[config.mk]
export PLATFORM = sky130hd
export DESIGN_NAME = fetch_unit
export DESIGN_NICKNAME = d
export VERILOG_FILES = /design/src/rtl/riscv_pkg.sv /design/src/rtl/fetch_fifo.sv /design/src/rtl/fetch_unit.sv
export SDC_FILE = /design/constraint.sdc
export NUM_CORES = 1
export LEC_CHECK = 0
export ABC_AREA = 1
export ABC_CLOCK_PERIOD_IN_PS = 3400
export CORE_ASPECT_RATIO = 1.1
export CORE_UTILIZATION = 46
export DETAILED_ROUTE_END_ITERATION = 10
export GPL_TIMING_DRIVEN = 0
export PLACE_DENSITY = 0.76
export SLEW_MARGIN = 20
export SYNTH_ARGS = -nofsm -noshare
export SYNTH_HDL_FRONTEND = slang
export SYNTH_SLANG_ARGS = --single-unit
[constraint.sdc]
create_clock -name clk -period 3.4 [get_ports clk]
set_clock_uncertainty 0.1 [all_clocks]
set_input_delay 0.85 -clock clk [delete_from_list [all_inputs] [get_ports clk]]
set_output_delay 0.85 -clock clk [all_outputs]
set_load 0.02 [all_outputs]
[src/rtl/riscv_pkg.sv]
// Shared fetch-path definitions: datapath widths, fetch FSM states and the FIFO entry layout.
package riscv_pkg;

  localparam int PC_W    = 16;
  localparam int INSTR_W = 32;

  localparam logic [INSTR_W-1:0] NOP = 32'h0000_0013;

  typedef enum logic [1:0] {
    RUN,
    WAIT,
    DISCARD
  } fetch_state_e;

  typedef struct packed {
    logic [INSTR_W-1:0] instr;
    logic [PC_W-1:0]    pc;
  } fetch_entry_t;

  function automatic logic [PC_W-1:0] align_pc(input logic [PC_W-1:0] pc);
    return {pc[PC_W-1:2], 2'b00};
  endfunction

endpackage

[src/rtl/fetch_fifo.sv]
// Fetch buffer: power-of-two deep FIFO of {instruction, pc} with synchronous flush.
// The head is read straight from registered storage.
module fetch_fifo
  import riscv_pkg::*;
#(
  parameter int DEPTH = 2
) (
  input  logic                   clk,
  input  logic                   reset,
  input  logic                   flush,
  input  logic                   push,
  input  fetch_entry_t           push_data,
  input  logic                   pop,
  output fetch_entry_t           head,
  output logic                   valid,
  output logic [$clog2(DEPTH):0] count
);

  localparam int PTR_W = $clog2(DEPTH);
  localparam int CNT_W = PTR_W + 1;

  fetch_entry_t     mem [DEPTH];
  logic [PTR_W-1:0] wr_ptr;
  logic [PTR_W-1:0] rd_ptr;
  logic             full;
  logic             do_push;
  logic             do_pop;

  assign full  = (count == CNT_W'(DEPTH));
  assign valid = (count != '0);

  // A full FIFO still accepts a push when the head leaves in the same cycle.
  assign do_pop  = pop && valid;
  assign do_push = push && (!full || do_pop);

  // NOTE: sequential state uses non-blocking assignments so every register
  // samples pre-edge values regardless of statement order.
  always_ff @(posedge clk) begin
    if (reset) begin
      // NOTE: the storage is reset (cheap at this depth) so the head reads
      // zero while reset is held; larger memories would normally not be.
      for (int i = 0; i < DEPTH; i++) begin
        mem[i] <= '0;
      end
      wr_ptr <= '0;
      rd_ptr <= '0;
      count  <= '0;
    end else if (flush) begin
      wr_ptr <= '0;
      rd_ptr <= '0;
      count  <= '0;
    end else begin
      if (do_push) begin
        mem[wr_ptr] <= push_data;
        wr_ptr      <= wr_ptr + PTR_W'(1);
      end
      if (do_pop) begin
        rd_ptr <= rd_ptr + PTR_W'(1);
      end
      if (do_push && !do_pop) begin
        count <= count + CNT_W'(1);
      end else if (do_pop && !do_push) begin
        count <= count - CNT_W'(1);
      end
    end
  end

  assign head = mem[rd_ptr];

endmodule

[src/rtl/fetch_unit.sv]
// Instruction fetch unit: single-outstanding request FSM, PC sequencing, redirect flush.
// Optional FETCH_PERF_CNT_EN adds perf_fetched / perf_flushed event counters.
module fetch_unit
  import riscv_pkg::*;
#(
  parameter logic [PC_W-1:0] RESET_PC   = 16'h0000,
  parameter int              FIFO_DEPTH = 2
) (
  input  logic               clk,
  input  logic               reset,
  output logic               imem_req,
  output logic [PC_W-1:0]    imem_addr,
  input  logic               imem_ready,
  input  logic               imem_rvalid,
  input  logic [INSTR_W-1:0] imem_rdata,
  input  logic               redirect,
  input  logic [PC_W-1:0]    redirect_pc,
  output logic               if_valid,
  input  logic               if_ready,
  output logic [INSTR_W-1:0] if_instruction,
  output logic [PC_W-1:0]    if_pc
`ifdef FETCH_PERF_CNT_EN
  ,
  output logic [31:0]        perf_fetched,
  output logic [31:0]        perf_flushed
`endif
);

  localparam int CNT_W = $clog2(FIFO_DEPTH) + 1;

  fetch_state_e     state;
  fetch_state_e     state_next;
  logic [PC_W-1:0]  fetch_pc;
  logic [PC_W-1:0]  req_pc;
  logic [CNT_W-1:0] fifo_count;
  logic [CNT_W-1:0] free_slots;
  logic             outstanding;
  logic             accept;
  logic             push;
  fetch_entry_t     push_entry;
  fetch_entry_t     head_entry;

  assign free_slots = CNT_W'(FIFO_DEPTH) - fifo_count;
  assign accept     = imem_req && imem_ready;
  assign imem_addr  = fetch_pc;

  always_ff @(posedge clk) begin
    if (reset) begin
      state <= RUN;
    end else begin
      state <= state_next;
    end
  end

  always_comb begin
    state_next = state;
    case (state)
      RUN: begin
        if (accept) state_next = WAIT;
      end
      WAIT: begin
        if (imem_rvalid)   state_next = RUN;
        else if (redirect) state_next = DISCARD;
      end
      DISCARD: begin
        if (imem_rvalid) state_next = RUN;
      end
      default: state_next = RUN;
    endcase
  end

  // NOTE: every output gets a default before any condition, so no path
  // leaves a variable unassigned and no latch is inferred.
  always_comb begin
    outstanding = (state != RUN);
    imem_req    = 1'b0;
    push        = 1'b0;
    if (!reset && !redirect && state == RUN) begin
      imem_req = (free_slots > CNT_W'(outstanding));
    end
    // A response arriving with a redirect is dropped along with the flush.
    if (!reset && !redirect && state == WAIT) begin
      push = imem_rvalid;
    end
  end

  always_ff @(posedge clk) begin
    if (reset) begin
      fetch_pc <= align_pc(RESET_PC);
      req_pc   <= '0;
    end else if (redirect) begin
      fetch_pc <= align_pc(redirect_pc);
    end else if (accept) begin
      fetch_pc <= fetch_pc + PC_W'(4);
      req_pc   <= fetch_pc;
    end
  end

  assign push_entry = '{instr: imem_rdata, pc: req_pc};

  fetch_fifo #(
    .DEPTH (FIFO_DEPTH)
  ) u_fifo (
    .clk       (clk),
    .reset     (reset),
    .flush     (redirect),
    .push      (push),
    .push_data (push_entry),
    .pop       (if_ready),
    .head      (head_entry),
    .valid     (if_valid),
    .count     (fifo_count)
  );

  assign if_instruction = head_entry.instr;
  assign if_pc          = head_entry.pc;

`ifdef FETCH_PERF_CNT_EN
  always_ff @(posedge clk) begin
    if (reset) begin
      perf_fetched <= '0;
      perf_flushed <= '0;
    end else begin
      if (push)     perf_fetched <= perf_fetched + 32'd1;
      if (redirect) perf_flushed <= perf_flushed + 32'd1;
    end
  end
`endif

endmodule

==> summary.md <==
| Metric | Value |
|---|---|
| Crit path launch type | register |
| Post-synth EDFFs | 92 |
| Core Util, Final | 0.634 |
| Top Layer Used | met4 |
| Nets | ~760 |
| CP max stage delay | ~0.59 ns |
| Leading area contributor after synthesis | edfxtp_1 |
| Placer Congestion | just under 0.9 |
| 1st-pass router iterations | 5 |
| Core Box Area | between 10000 and 15000 um^2 |
| Pre-CTS WS | -0.335 ns |
| Wire length on met1 | around 5 mm |
| Synth warn | 0 |
| Area occupied by multi-input gates | 1830 um^2 |
| Final Routed Wirelength | around 12 mm |
| Width of the die | between 100 and 150 um |
| TritonCTS clock tree | yes |
| Peak supply drop | about 0.00036 V |
| Cell Area, Synth | around 5700 um^2 |
| WHS Path Cells | 2 |
| Crit path DAT | 2.28 ns |
| Synth-to-Final Area Change | 33.4% |
| RSZ-0062 raised after global routing | no |
| RR Startpoint | u_fifo.count[0]$_SDFFE_PP0P_ |
| Final Slew Violations | 0 |
| Worst r2r path cells | 9 |
| DRT iter0 DRCs | ~210 |
| Routed Antenna Nets | 0 |
| Sequential-to-total area share from yosys stat | 0.603 |
| Synth Flop Type | edfxtp_1 |
| Synth unique cells | 28 |
| Initial Util | 0.475 |
| I/O Buffers | roughly 110 |
| Initial antenna violation count | 0 |
| Pleak | a little over 3 nW |
| Synthesized instance count | 568 |
| Final period util | 0.949 |
| Slew @ Worst Pin | about 0.65 ns |
| PwrDens | just under 500 nW/um^2 |
| Met3 wire len | 700 um |
| Die Ht | around 120 um |
| Post-synth top area share | 0.481 |
| Number of max-cap violations | 0 |
| Crit Path Category | reg -> out |
| Min Tclk post-route | 3.23 ns |
| DRC viols | 0 |
| Vias | 4194 |
| Worst min path class | reg -> reg |
| Clk slew on worst S/H paths | about 0.050 ns |
| Num CTS Buffers | 17 |
| Crit-path cells | buf_2, mux2_2, clkdlybuf4s50_1 |
| Grt ovf | 0 |
| Fin worst setup slack | 0.173 ns |
| Avg WL per Cell | between 10 and 15 um |
| Metal2 WL | 5.84 mm |
| Clock Tree Buf Depth | 2 |
| Placed wire-length estimate | between 8 and 9 mm |
| Global-route wire length before repair | 19.0 mm |
| Placement Rows | 42 |
| Setup-failing EPs final | 0 |
| I/O pin cnt | 120 |
| Hold Fails Final Rpt | 0 |
| Final setup TNS | 0 ns |
| Top cells by area, synth | edfxtp_1, dfxtp_1, mux2_2 |
| Synth async-reset ratio | 0 |
| Fillcell total | 1011 |
| Max FO, Critical Path | 10 |
| Vias/cell | around 4.8 |
| Mean Syn Cell Area | between 10 and 15 um^2 |
| Worst skew pair latency | about 0.4 ns |
| Pin count of the biggest net entering global routing | 47 |
| H-tree depth | 4 |
| Seq cells post-synth | 127 |
| Number of global-route vias before repair | approximately 4100 |
| FF/Latch Area | ~3500 um^2 |
| WP data required | between 2 and 2.5 ns |
| Slew headroom | 0.565 |
| Hold_sp | u_fifo.rd_ptr$_SDFFE_PP0P_ |
| Sink Count | about 130 |
| Reg2reg setup slack | 0.83 ns |
| Element type at the critical path end | primary output |
| Highest-delay cell along the critical path | dfxtp_1 |
| Die area | approximately 13000 um^2 |
| Fraction of layout cells with a size suffix above 1 | 0.145 |
| Antenna Cells | 0 |
| Maximum clock frequency | between 0.3 and 0.4 GHz |
| Root buffer cell | clkbuf_16 |
| Status | finished clean |
| Gr usage total | 0.193 |
==> timing repair <==
item | CTS | global route
hold buffers | 0 | 0
endpoints found under the setup margin | 35 | 21
hold endpoints to repair | 0 | 0
pin swaps | 1 | 0
cloned | 0 | 0
gates resized for setup | 0 | 2
buffers inserted | 2 | 0
==> cells in the mapped netlist (8+ instances only) <==
library cell / number
o21ai_1: 14
a21oi_1: 29
nand2_1: 73
mux2_2: 46
nand3_1: 26
dfxtp_1: 35
nor2_1: 113
clkbuf_1: 11
buf_2: 8
edfxtp_1: 92
inv_1: 77
==> cell type report <==
cell class	count	share of cell area
sequential	127	0.452
multi-input combinational	336	0.239
timing repair buffer	115	0.152
clock buffer	25	0.0663
inverter	78	0.0382
tap	154	0.0251
buffer	29	0.0233
clock inverter	7	0.00424
==> cells by family after synthesis <==
group	synth area share
buffers and inverters	0.0828
AO/OA/AOI/OAI	0.0468
flip-flops	0.603
other	0.000653
multiplexers	0.0902
AND/OR/NAND/NOR	0.161
XOR/XNOR	0.00457
adder cells (fa/ha/maj)	0.0109
==> worst paths after layout <==
check	end
setup / recovery	if_pc[7]
hold / removal	u_fifo.rd_ptr$_SDFFE_PP0P_
setup reg to reg	u_fifo.mem[0][40]$_SDFFCE_PN0P_
hold reg to reg	u_fifo.rd_ptr$_SDFFE_PP0P_
==> critical path: cells and delay by family, from the launching register on <==
family / cells / cell delay (ns)
buffers and inverters: 2 / 0.91
flip-flops: 1 / 0.59
multiplexers: 1 / 0.38
==> state kept, by name, indices dropped and copies added (netlist names), named ones only <==
register / flops
u_fifo.mem: 92
u_fifo.wr_ptr: 1
req_pc: 14
u_fifo.rd_ptr: 1
imem_addr: 14
u_fifo.count: 2
state: 2
==> cells in the final DEF (no fill, tap or decap), types with 6 or more instances in the layout <==
cell | Yosys | routed
buf_4 | 6 | 8
nor2_1 | 113 | 113
edfxtp_1 | 92 | 92
inv_1 | 77 | 77
mux2_2 | 46 | 46
clkbuf_1 | 11 | 15
nand3_1 | 26 | 26
clkdlybuf4s50_1 | 0 | 111
o21ai_1 | 14 | 14
o21ai_0 | 6 | 6
nand2_1 | 73 | 71
clkbuf_16 | 0 | 19
a21oi_1 | 29 | 29
buf_2 | 8 | 8
dfxtp_1 | 35 | 35
==> where the power goes <==
group | switching (mW) | internal (mW) | total, mW
clock network | 0.600 | 1.02 | 1.63
registers | 0.0309 | 1.72 | 1.75
logic | 0.172 | 0.161 | 0.333
==> per-layer routing <==
| metal | global-route usage | vias to the layer above |
|---|---|---|
| met5 | 0 | - |
| met4 | 0.0650 | 0 |
| met2 | 0.321 | 122 |
| li1 | - | 2127 |
| met3 | 0.0586 | 14 |
| met1 | 0.237 | 1931 |
==> through the flow <==
stage	instance area, um^2	cells	power (mW)	hold slack, ns
floorplan	5760	571	1.94	0.347
global placement	7070	837	2.10	0.356
detailed placement	7110	838	2.11	0.365
CTS	7660	871	3.73	0.372
global route	7670	871	3.82	0.408
finish	7670	871	3.71	0.371
Note: power is estimated with default switching activity, not from simulation.
